==> config.mk <==
export PLATFORM = sky130hd
export DESIGN_NAME = pipelined_addsub
export DESIGN_NICKNAME = d
export VERILOG_FILES = /design/src/rtl/addsub_pkg.sv /design/src/rtl/addsub_slice.sv /design/src/rtl/pipelined_addsub.sv
export SDC_FILE = /design/constraint.sdc
export NUM_CORES = 1
export LEC_CHECK = 0
export ABC_AREA = 1
export CORE_MARGIN = 2
export CORE_UTILIZATION = 55
export DETAILED_ROUTE_END_ITERATION = 8
export PLACE_DENSITY = 0.84
export SLEW_MARGIN = 20
export SYNTH_ARGS = -nofsm -noshare
export SYNTH_HDL_FRONTEND = slang
export SYNTH_SLANG_ARGS = --single-unit
==> constraint.sdc <==
create_clock -name clk -period 8.9 [get_ports clk]
set_clock_uncertainty 0.2 [all_clocks]
set_input_delay 0.89 -clock clk [delete_from_list [all_inputs] [get_ports clk]]
set_output_delay 0.89 -clock clk [all_outputs]
set_load 0.1 [all_outputs]
==> src/rtl/addsub_pkg.sv <==
// addsub_pkg: mode encodings and the signed-overflow equation shared by the adder/subtractor
package addsub_pkg;
  localparam logic MODE_ADD = 1'b0;
  localparam logic MODE_SUB = 1'b1;
  function automatic logic ovf_flag(input logic sub, input logic a_msb, input logic b_msb, input logic r_msb);
    return ((sub == MODE_SUB) ? (a_msb != b_msb) : (a_msb == b_msb)) && (r_msb != a_msb);
  endfunction
endpackage

==> src/rtl/addsub_slice.sv <==
// addsub_slice: combinational CHUNK-bit add/sub ripple; sub selects mode, ci/co are carry or borrow
module addsub_slice
  import addsub_pkg::*;
#(
  parameter int CHUNK = 4
) (
  input  logic             sub,
  input  logic [CHUNK-1:0] a,
  input  logic [CHUNK-1:0] b,
  input  logic             ci,
  output logic [CHUNK-1:0] s,
  output logic             co
);
  logic [CHUNK:0] c;
  always_comb begin
    c[0] = ci;
    for (int i = 0; i < CHUNK; i++) begin
      s[i] = a[i] ^ b[i] ^ c[i];
      c[i+1] = (sub == MODE_ADD) ? ((a[i] & b[i]) | (c[i] & (a[i] ^ b[i])))
                                 : ((~a[i] & b[i]) | (c[i] & ~a[i]) | (c[i] & b[i]));
    end
    co = c[CHUNK];
  end
endmodule

==> src/rtl/pipelined_addsub.sv <==
// pipelined_addsub: STAGES-deep add/sub, CHUNK bits per stage; valid/ready in (in_*) and out (out_*), global stall
module pipelined_addsub
  import addsub_pkg::*;
#(
  parameter int WIDTH  = 16,
  parameter int STAGES = 4
) (
  input  logic             clk,
  input  logic             rst,
  input  logic             in_valid,
  output logic             in_ready,
  input  logic [WIDTH-1:0] in_a,
  input  logic [WIDTH-1:0] in_b,
  input  logic             in_cb,
  input  logic             in_sub,
  output logic             out_valid,
  input  logic             out_ready,
  output logic [WIDTH-1:0] out_res,
  output logic             out_cb,
  output logic             out_ovf,
  output logic             out_zero
);
  localparam int CHUNK = WIDTH / STAGES;
  logic adv;
  logic ovf_q, ovf_d, zero_q, zero_d;
  assign adv = ~out_valid | out_ready;
  assign in_ready = adv;
  genvar k;
  for (k = 0; k < STAGES; k++) begin : g_st
    // operands shrink and results grow by one chunk per stage
    localparam int AW = WIDTH - k * CHUNK;
    localparam int RW = (k + 1) * CHUNK;
    logic v_i, c_i, s_i;
    logic [AW-1:0] a_i, b_i;
    logic [CHUNK-1:0] sum;
    logic co, v_q, v_d, c_q, c_d;
    logic [RW-1:0] r_q, r_d;
    if (k == 0) begin : g_src
      assign {v_i, c_i, s_i, a_i, b_i} = {in_valid, in_cb, in_sub, in_a, in_b};
      always_comb r_d = sum;
    end else begin : g_src
      assign {v_i, c_i, s_i, a_i, b_i} = {g_st[k-1].v_q, g_st[k-1].c_q, g_st[k-1].g_op.s_q,
                                          g_st[k-1].g_op.a_q, g_st[k-1].g_op.b_q};
      always_comb r_d = {sum, g_st[k-1].r_q};
    end
    addsub_slice #(.CHUNK(CHUNK)) u_slice (
      .sub(s_i),
      .a  (a_i[CHUNK-1:0]),
      .b  (b_i[CHUNK-1:0]),
      .ci (c_i),
      .s  (sum),
      .co (co)
    );
    always_comb begin
      v_d = v_i;
      c_d = co;
    end
    always_ff @(posedge clk or posedge rst)
      if (rst) begin
        v_q <= 1'b0;
        c_q <= 1'b0;
        r_q <= '0;
      end else if (adv) begin
        v_q <= v_d;
        c_q <= c_d;
        r_q <= r_d;
      end
    // the last stage has nothing left to forward
    if (k < STAGES - 1) begin : g_op
      logic s_q, s_d;
      logic [AW-CHUNK-1:0] a_q, a_d, b_q, b_d;
      always_comb begin
        s_d = s_i;
        a_d = a_i[AW-1:CHUNK];
        b_d = b_i[AW-1:CHUNK];
      end
      always_ff @(posedge clk or posedge rst)
        if (rst) begin
          s_q <= 1'b0;
          a_q <= '0;
          b_q <= '0;
        end else if (adv) begin
          s_q <= s_d;
          a_q <= a_d;
          b_q <= b_d;
        end
    end
  end
  // the final chunk holds both operand MSBs, so flags come straight from the last stage inputs
  always_comb begin
    ovf_d = ovf_flag(g_st[STAGES-1].s_i, g_st[STAGES-1].a_i[CHUNK-1],
                     g_st[STAGES-1].b_i[CHUNK-1], g_st[STAGES-1].sum[CHUNK-1]);
    zero_d = ~|g_st[STAGES-1].r_d;
  end
  always_ff @(posedge clk or posedge rst)
    if (rst) begin
      ovf_q <= 1'b0;
      zero_q <= 1'b0;
    end else if (adv) begin
      ovf_q <= ovf_d;
      zero_q <= zero_d;
    end
  assign out_valid = g_st[STAGES-1].v_q;
  assign out_res = g_st[STAGES-1].r_q;
  assign out_cb = g_st[STAGES-1].c_q;
  assign out_ovf = ovf_q;
  assign out_zero = zero_q;
endmodule

==> results.yml, run 1 <==
pwr:
  combPwrFrac_pct: 50.1
  p_clk_share_pct: 13.0
  p_int_mw: 1.10
  seqPwrFrac_pct: 36.9
  worst_ir_drop_vdd_mv: 0.217
  powerDensity_nw_per_um2: 385
  p_sw_share_pct: 48.1
  p_leak_nw: 2.69
  total_power_mw: 2.12
  switching_power_mw: 1.02
floorplanning:
  die_height_um: 97
  core_um2: 8300
  die_area_um2: 9410
  fp.dieW_um: 97
  initial_core_util_pct: 57.3
  io_pins: 59
  rows: 33
run_status:
  outcome: "complete, no violations"
cts:
  cts_buffers: 9
  postCtsSetupBuffers: 0
  clk_latency_ps: 350
  cts.sink_count: 101
  clkTransAtPathRegs_ps: 80
  clk_path_buf_depth: 2
  hold_buffers: 0
  post_cts_resized: 0
  cts_tree: "yes"
  root_buffer: "clkbuf_8"
  cts_max_level: 3
logic_synthesis:
  ys_warn_count: 0
  synth_top_area_cell: "dfrtp_1"
  yosys.cell_types.count: 18
  synth-edff-count: 0
  netlist_instances: 492
  synthTopCellsByArea: "dfrtp_1 (53%), nand2_1 (14%), fa_1 (13%), o21ai_1 (5.4%), inv_1 (4.3%)"
  synthTopCellsByCount: "nand2_1 (177), dfrtp_1 (101), inv_1 (55)"
  synthArstFlopShare_pct: 100
  syn-cell-area_um2: 4760
  synth_top_cell_area_share_pct: 53.1
  avgSynthCellArea_um2: 9.67
  synth-seq-cells: 101
  yosysMostFrequentCell: "nand2_1"
  synth_fp_nets: 563
  ys_seq_area_share_pct: 53.1
  ys.flop_type: "dfrtp_1"
critical_path:
  crit_family: "buffers and inverters"
  required_ps: 7810
  crit_chain: "clkdlybuf4s50_1 > inv_2 > nand2_4 > clkdlybuf4s50_1"
  worst_path_most_repeated_cell: "clkdlybuf4s50_1"
  end_kind: "output port"
  cpPeakStageDelay_ps: 1250
  reg2reg_to: "out_zero$_DFFE_PP0P_"
  crit_fanout: 55
  worstRegToRegCells: 15
  crit_buf_inv: 3
  cp.arrival_ps: 3090
  crit_path_start_kind: "primary input"
  r2r_slack_ps: 5360
  critPathKind: "primary input to output port"
  reg2reg_from: "g_st[2].g_op.a_q[0]$_DFFE_PP0P_"
  slowest_stage: "clkdlybuf4s50_1"
global_routing:
  grt_use_total_pct: 20.0
  grt_pass1_wl_um: 15300
  grt_pass1_vias: 3333
  gr-total-overflow: 0
  grt_max_degree: 78
  grt_antenna_before_repair: 0
drt:
  antenna_left: 0
  drc_errors: 0
  num_vias: 3244
  post_drt_via_cell_ratio: 5.01
  first_pass_iters: 4
  routedWlPerCell_um: 13.2
  drt_iter0_drc: 162
  wirelength_um: 8580
cells_and_area:
  antennaDiodeCount: 0
  fillerInstances: 661
  layout-drive-gt1-share_pct: 3.87
  num-nets-final: 610
  syn_to_final_growth_pct: 15.7
  final_util_pct: 66.3
  final_cells: 648
sta:
  setup_tns_ps: 0
  fmax_ghz: 0.239
  finalCriticalPeriod_ps: 4180
  fin_crit_sh_pct: 47.0
  hold_viol_final: 0
  worstMarginPinSlew_ps: 997
  setup_viol: 0
  maxSlewHeadroom_pct: 33.3
  holdWs_ps: 268
  rsz0062_at_grt: "false"
  maxSlewViolCount: 0
placement:
  portBuffers: 58
  placed_cells: 633
  dp_hpwl_um: 5940
  gp_congestion: 0.812
flow_run:
  maxCapViolCount: 0
worst_hold_path:
  min_to: "out_valid$_DFFE_PP0P_"
  worstHoldStart: "g_st[2].v_q$_DFFE_PP0P_"
  worstHoldPathCells: 2
  hp-class: "flop to flop"
[cell families after synthesis]
logic type | Yosys count | share of synthesized area (%)
adder cells (fa/ha/maj) | 33 | 13.7
AND/OR/NAND/NOR | 195 | 15.8
flip-flops | 101 | 53.1
buffers and inverters | 82 | 8.07
AO/OA/AOI/OAI | 74 | 7.79
multiplexers | 7 | 1.47
[how the worst max path moves through the flow]
stage	startpoint	slack [ps]	cells after the start	end
4_1_cts	out_ready	4720	4	in_ready
3_5_place_dp	out_ready	4730	4	in_ready
3_3_place_gp	out_ready	4730	4	in_ready
6_report	out_ready	4720	4	in_ready
2_1_floorplan	rst	5160	1	g_st[0].c_q$_DFFE_PP0P_
5_1_grt	out_ready	4630	4	in_ready
[state kept, by name, indices dropped and copies added, names as in the netlist]
name           count
out_ovf            1
out_res           16
g_st.g_op.s_q      3
g_st.v_q           3
g_st.g_op.a_q     24
g_st.r_q          24
g_st.g_op.b_q     24
out_valid          1
out_zero           1
out_cb             1
g_st.c_q           3
[per-layer routing]
| metal | routed length, um | part of all wire, % | GRT usage, % | vias up |
|---|---|---|---|---|
| li1 | - | - | - | 1581 |
| met1 | 3570 | 42 | 25.8 | 1589 |
| met2 | 4510 | 53 | 33.7 | 66 |
| met3 | 392 | 4.6 | 4.26 | 8 |
| met4 | 112 | 1.3 | 7.15 | 0 |
| met5 | 0 | 0 | 0 | - |
[power by group through the flow]
stage          Sequential [mW]  Clock (mW)  Combinational, mW
2_1_floorplan             1.06           0              0.546
3_3_place_gp             0.781           0               1.02
3_5_place_dp             0.790           0               1.07
4_1_cts                  0.783       0.281               1.07
5_1_grt                  0.808       0.298               1.19
6_report                 0.782       0.275               1.06
[worst reg2reg max path, cell delays in order, from the launching register on]
cell and delay, ps:
dfrtp_1 390, inv_1 100, fa_1 420, nand2_1 80, nand2_1 110, fa_1 410
nand2_1 80, nand2_1 90, fa_1 370, mux2i_1 270, fa_1 550, nor2_1 150
nand3_1 70, nor2_1 90, nand2_1 60, nand2_1 50
[through the flow]
stage          setup slack (ps)  instance area [um^2]
6_report                   4720                  5510
5_1_grt                    4630                  5510
4_1_cts                    4720                  5510
3_5_place_dp               4730                  5320
3_3_place_gp               4730                  5320
2_1_floorplan              5160                  4760
[cell usage in the layout (no fill, tap or decap)]
cell type	n
nand2_1	177
dfrtp_1	101
clkdlybuf4s50_1	58
inv_1	54
o21ai_1	51
fa_1	32
o21ai_0	23
clkbuf_8	9
nor2_1	8
nand3_1	8
mux2i_1	7
buf_4	3
inv_2	2
clkbuf_1	2
clkinvlp_4	2
nand2_4	1
or2_2	1
inv_4	1
ha_1	1
clkinv_2	1
bufinv_16	1
[layout make-up]
cell class / count / area, um^2 / area share [%]
sequential: 101 / 2530 / 45.9
multi-input combinational: 309 / 1850 / 33.5
timing repair buffer: 61 / 603 / 11.0
inverter: 57 / 216 / 3.93
clock buffer: 11 / 131 / 2.39
tap: 105 / 131 / 2.39
clock inverter: 4 / 50.0 / 0.909
(Power assumes the default switching activity.)
==> run 2, diff against run 1 <==
Settings changed: CORE_UTILIZATION 55 to 50, PLACE_DENSITY 0.84 to 0.81.
Clock period 8.9 ns to 3.7 ns, I/O delays scaled along.
==> results.yml, run 2 (synthesis gave the netlist of run 1 again) <==
sta:
  worstMarginPinSlew_ps: 975
  hold_viol_final: 0
  fmax_ghz: 0.289
  holdWs_ps: 273
  setup_ws_ps: 238
  maxSlewViolCount: 0
  setup_viol: 0
  fin_crit_sh_pct: 93.6
  maxSlewHeadroom_pct: 34.8
  setup_tns_ps: 0
  rsz0062_at_grt: "false"
  finalCriticalPeriod_ps: 3460
cts:
  postCtsSetupBuffers: 0
  cts_max_level: 3
  clk_latency_ps: 350
  cts_buffers: 9
  clk_path_buf_depth: 2
  cts_tree: "yes"
  post_cts_resized: 0
  root_buffer: "clkbuf_8"
  cts.sink_count: 101
  hold_buffers: 0
  clkTransAtPathRegs_ps: 90
cells_and_area:
  multi_input_area_um2: 1850
  antennaDiodeCount: 0
  mostFrequentLayoutCells: "nand2_1 (177), dfrtp_1 (101), clkdlybuf4s50_1 (57), inv_1 (54), o21ai_1 (51)"
  layout-drive-gt1-share_pct: 4.60
  regArea_um2: 2530
  final_util_pct: 60.9
  num-nets-final: 611
  syn_to_final_growth_pct: 18.4
  reg.largest.list: "g_st.g_op.a_q x24, g_st.g_op.b_q x24, g_st.r_q x24"
  final_common_cell: "nand2_1"
  fillerInstances: 775
floorplanning:
  initial_core_util_pct: 51.5
  rows: 35
  core_um2: 9240
  die_height_um: 102
  die_area_um2: 10300
  fp.dieW_um: 102
  io_pins: 59
placement:
  portBuffers: 58
  preCtsSetupSlack_ps: 282
  dp_hpwl_um: 5840
  gp_congestion: 0.815
critical_path:
  cpPeakStageDelay_ps: 510
  r2r_slack_ps: 240
  worst_path_most_repeated_cell: "nand2_1"
  end_kind: "flop"
  crit_path_start_kind: "flop"
  critPathKind: "flop to flop"
  crit_fanout: 4
  slowest_stage: "fa_1"
  cp.arrival_ps: 3560
  required_ps: 3790
  crit_chain: "inv_1 > fa_1 > nand2_1 > nand2_1 > fa_1 > nand2_1 > nand2_1 > fa_1 > mux2i_1 > fa_1 > nor2_1 > nand3_1 > nor2_1 > nand2_1 > nand2_1"
pwr:
  powerDensity_nw_per_um2: 931
  worst_ir_drop_vdd_mv: 0.411
  p_leak_nw: 2.74
drt:
  routedWlPerCell_um: 12.2
  antenna_left: 0
  drc_errors: 0
  first_pass_iters: 4
  num_vias: 3161
  drt_iter0_drc: 110
  post_drt_via_cell_ratio: 4.70
  wirelength_um: 8210
run_status:
  outcome: "complete, no violations"
global_routing:
  grt_antenna_before_repair: 0
  grt_pass1_vias: 3118
  grt_use_total_pct: 18.1
  grt_pass1_wl_um: 14500
  gr-total-overflow: 0
  grt_max_degree: 62
flow_run:
  maxCapViolCount: 0
worst_hold_path:
  hp-class: "flop to flop"
## run 2: area by class of cell
cell class / count / share of cell area, %
clock buffers: 11 / 2.69
well taps: 129 / 2.87
multi-input cells: 309 / 32.8
repair buffers: 62 / 11.2
clock inverters: 4 / 1.69
flip-flops and latches: 101 / 44.9
inverters: 57 / 3.84
## run 2: path summary, 6_finish.rpt
kind                                                 start                         endpoint  cells after the start
min in group asynchronous                              rst  g_st[0].g_op.a_q[9]$_DFFE_PP0P_                      2
setup / recovery           g_st[2].g_op.a_q[0]$_DFFE_PP0P_             out_zero$_DFFE_PP0P_                     15
hold / removal                     g_st[2].v_q$_DFFE_PP0P_            out_valid$_DFFE_PP0P_                      2
max in group asynchronous                              rst  g_st[0].g_op.b_q[1]$_DFFE_PP0P_                      3
setup reg to reg           g_st[2].g_op.a_q[0]$_DFFE_PP0P_             out_zero$_DFFE_PP0P_                     15
hold reg to reg                    g_st[2].v_q$_DFFE_PP0P_            out_valid$_DFFE_PP0P_                      2
## run 2: stage by stage
stage | instances | power, mW | cell area (um^2)
2_1_floorplan | 492 | 3.86 | 4760
4_1_cts | 673 | 5.30 | 5630
6_report | 673 | 5.24 | 5630
5_1_grt | 673 | 5.67 | 5630
3_5_place_dp | 658 | 4.45 | 5380
3_3_place_gp | 658 | 4.35 | 5380
## run 2: per-layer routing
metal  vias to the layer above  wire length, um  GRT usage [%]
met4                         0               78           6.86
met2                        50             4260           29.4
li1                       1580                -              -
met1                      1525             3660           24.6
met5                         -                0              0
met3                         6              219           3.17
## run 2: power by group
group          total, mW  internal, mW  switching, mW
Clock              0.832         0.482          0.351
Combinational       2.52         0.764           1.76
Sequential          1.89          1.58          0.309
Total               5.24          2.82           2.42
## run 2: worst max-delay path, delay by kind of cell (launching register included)
kind,cells,cell delay [ps]
DFF,1,400
and+or+nand+nor,9,760
adders and majority gates,4,1720
muxes,1,240
buffers and inverters,1,90
==> run 3, diff against run 2 <==
--- a/constraint.sdc
+++ b/constraint.sdc
@@ -3,3 +3,3 @@
 set_input_delay 0.37 -clock clk [delete_from_list [all_inputs] [get_ports clk]]
 set_output_delay 0.37 -clock clk [all_outputs]
-set_load 0.1 [all_outputs]
+set_load 0.05 [all_outputs]
==> results.yml, run 3 (synthesis gave the netlist of run 1 again) <==
sta:
  fmax_ghz: 0.286
  setup_viol: 0
  finalCriticalPeriod_ps: 3500
  worstMarginPinSlew_ps: 935
  fin_crit_sh_pct: 94.6
  maxSlewHeadroom_pct: 37.6
  hold_viol_final: 0
  holdWs_ps: 255
  maxSlewViolCount: 0
floorplanning:
  core_um2: 9240
  rows: 35
  fp.dieW_um: 102
  die_area_um2: 10300
  initial_core_util_pct: 51.5
  die_height_um: 102
  io_pins: 59
critical_path:
  crit_start: "g_st[2].g_op.a_q[0]$_DFFE_PP0P_"
  cp.arrival_ps: 3600
  reg2reg_from: "g_st[2].g_op.a_q[0]$_DFFE_PP0P_"
  crit_path_start_kind: "flop"
  critPathKind: "flop to flop"
  worstRegToRegCells: 15
  r2r_slack_ps: 200
  required_ps: 3800
  end_kind: "flop"
  crit_fanout: 4
  reg2reg_to: "out_zero$_DFFE_PP0P_"
cts:
  cts.sink_count: 101
  root_buffer: "clkbuf_8"
  hold_buffers: 0
  clk_latency_ps: 360
  clkTransAtPathRegs_ps: 90
  clk_path_buf_depth: 2
  cts_tree: "yes"
  cts_buffers: 9
  cts_max_level: 3
drt:
  antenna_left: 0
  first_pass_iters: 4
  drt_iter0_drc: 175
  wirelength_um: 8650
  post_drt_via_cell_ratio: 4.80
  drc_errors: 0
  routedWlPerCell_um: 12.8
  num_vias: 3236
cells_and_area:
  final_cells: 674
  num-nets-final: 611
  reg.largest.list: "g_st.g_op.a_q x24, g_st.g_op.b_q x24, g_st.r_q x24"
  mostFrequentLayoutCells: "nand2_1 (177), dfrtp_1 (101), clkdlybuf4s50_1 (58), inv_1 (54), o21ai_1 (51)"
  layout-drive-gt1-share_pct: 4.59
  final_util_pct: 60.3
  final_common_cell: "nand2_1"
  syn_to_final_growth_pct: 17.2
  final_area_um2: 5570
  antennaDiodeCount: 0
placement:
  dp_hpwl_um: 5970
  gp_congestion: 0.792
  place_area_um2: 5370
  placed_cells: 657
  portBuffers: 58
global_routing:
  grt_pass1_vias: 3286
  grt_pass1_wl_um: 15000
  grt_antenna_before_repair: 0
  grt_use_total_pct: 18.8
  grt_max_degree: 81
  gr-total-overflow: 0
pwr:
  switching_power_mw: 2.06
  powerDensity_nw_per_um2: 853
  seqPwrFrac_pct: 39.7
  worst_ir_drop_vdd_mv: 0.400
  p_leak_nw: 2.70
  combPwrFrac_pct: 45.7
  p_int_mw: 2.69
  p_clk_share_pct: 14.6
  p_sw_share_pct: 43.4
worst_hold_path:
  hp-class: "primary input to asynchronous set/reset pin"
flow_run:
  maxCapViolCount: 0
run_status:
  outcome: "complete, no violations"
## run 3: timing repair
action | 4_1_cts | 5_1_grt
setup buffers | 0 | 1
setup endpoints to repair | 0 | 1
gates resized for setup | 0 | 2
## run 3: cell type report
cell class	count	area, um^2
multi-input cells	309	1850
fillers	770	3670
well taps	129	161
inverters	57	218
repair buffers	62	623
flip-flops and latches	101	2530
clock inverters	4	47.5
clock buffers	12	145
## run 3: routing by layer
layer | vias to the layer above | wire [um] | share of wire (%) | track usage (%)
met1 | 1598 | 3760 | 43 | 24.4
met3 | 8 | 277 | 3.2 | 3.80
met4 | 0 | 163 | 1.9 | 8.11
met5 | - | 0 | 0 | 0
met2 | 56 | 4450 | 51 | 30.9
li1 | 1574 | - | - | -
## run 3: metrics by stage
| stage | setup TNS (ps) | setup slack [ps] | power, mW |
|---|---|---|---|
| global route | -7.08 | -7.08 | 5.18 |
| finish | 0 | 198 | 4.76 |
| floorplan | 0 | 483 | 3.47 |
| global placement | 0 | 384 | 3.94 |
| CTS | 0 | 236 | 4.77 |
| detailed placement | 0 | 272 | 4.06 |
## run 3: power by group through the flow
| stage | combinational, mW | sequential (mW) | clock, mW |
|---|---|---|---|
| floorplan | 1.30 | 2.17 | 0 |
| global route | 2.47 | 1.95 | 0.752 |
| detailed placement | 2.15 | 1.91 | 0 |
| finish | 2.17 | 1.89 | 0.694 |
| global placement | 2.06 | 1.88 | 0 |
| CTS | 2.17 | 1.89 | 0.711 |
## run 3: worst max-delay path by stage
stage                                    endpoint  slack (ps)  cells after the start
final                        out_zero$_DFFE_PP0P_         200                     15
after global routing         out_zero$_DFFE_PP0P_          -7                     15
after CTS                    out_zero$_DFFE_PP0P_         240                     15
after detailed placement     out_zero$_DFFE_PP0P_         270                     15
after global placement       out_zero$_DFFE_PP0P_         380                     15
after floorplan           g_st[0].c_q$_DFFE_PP0P_         480                      1
## run 3: worst max-delay path: stages (launching register included)
cell and delay (ps):
dfrtp_1 390, buf_4 140, fa_1 400, nand2_1 70, nand2_1 110, fa_1 410, nand2_1 80, nand2_1 90
fa_1 390, mux2i_2 260, fa_2 520, nor2_1 130, nand3_1 70, nor2_1 80, nand2_1 60, nand2_1 50
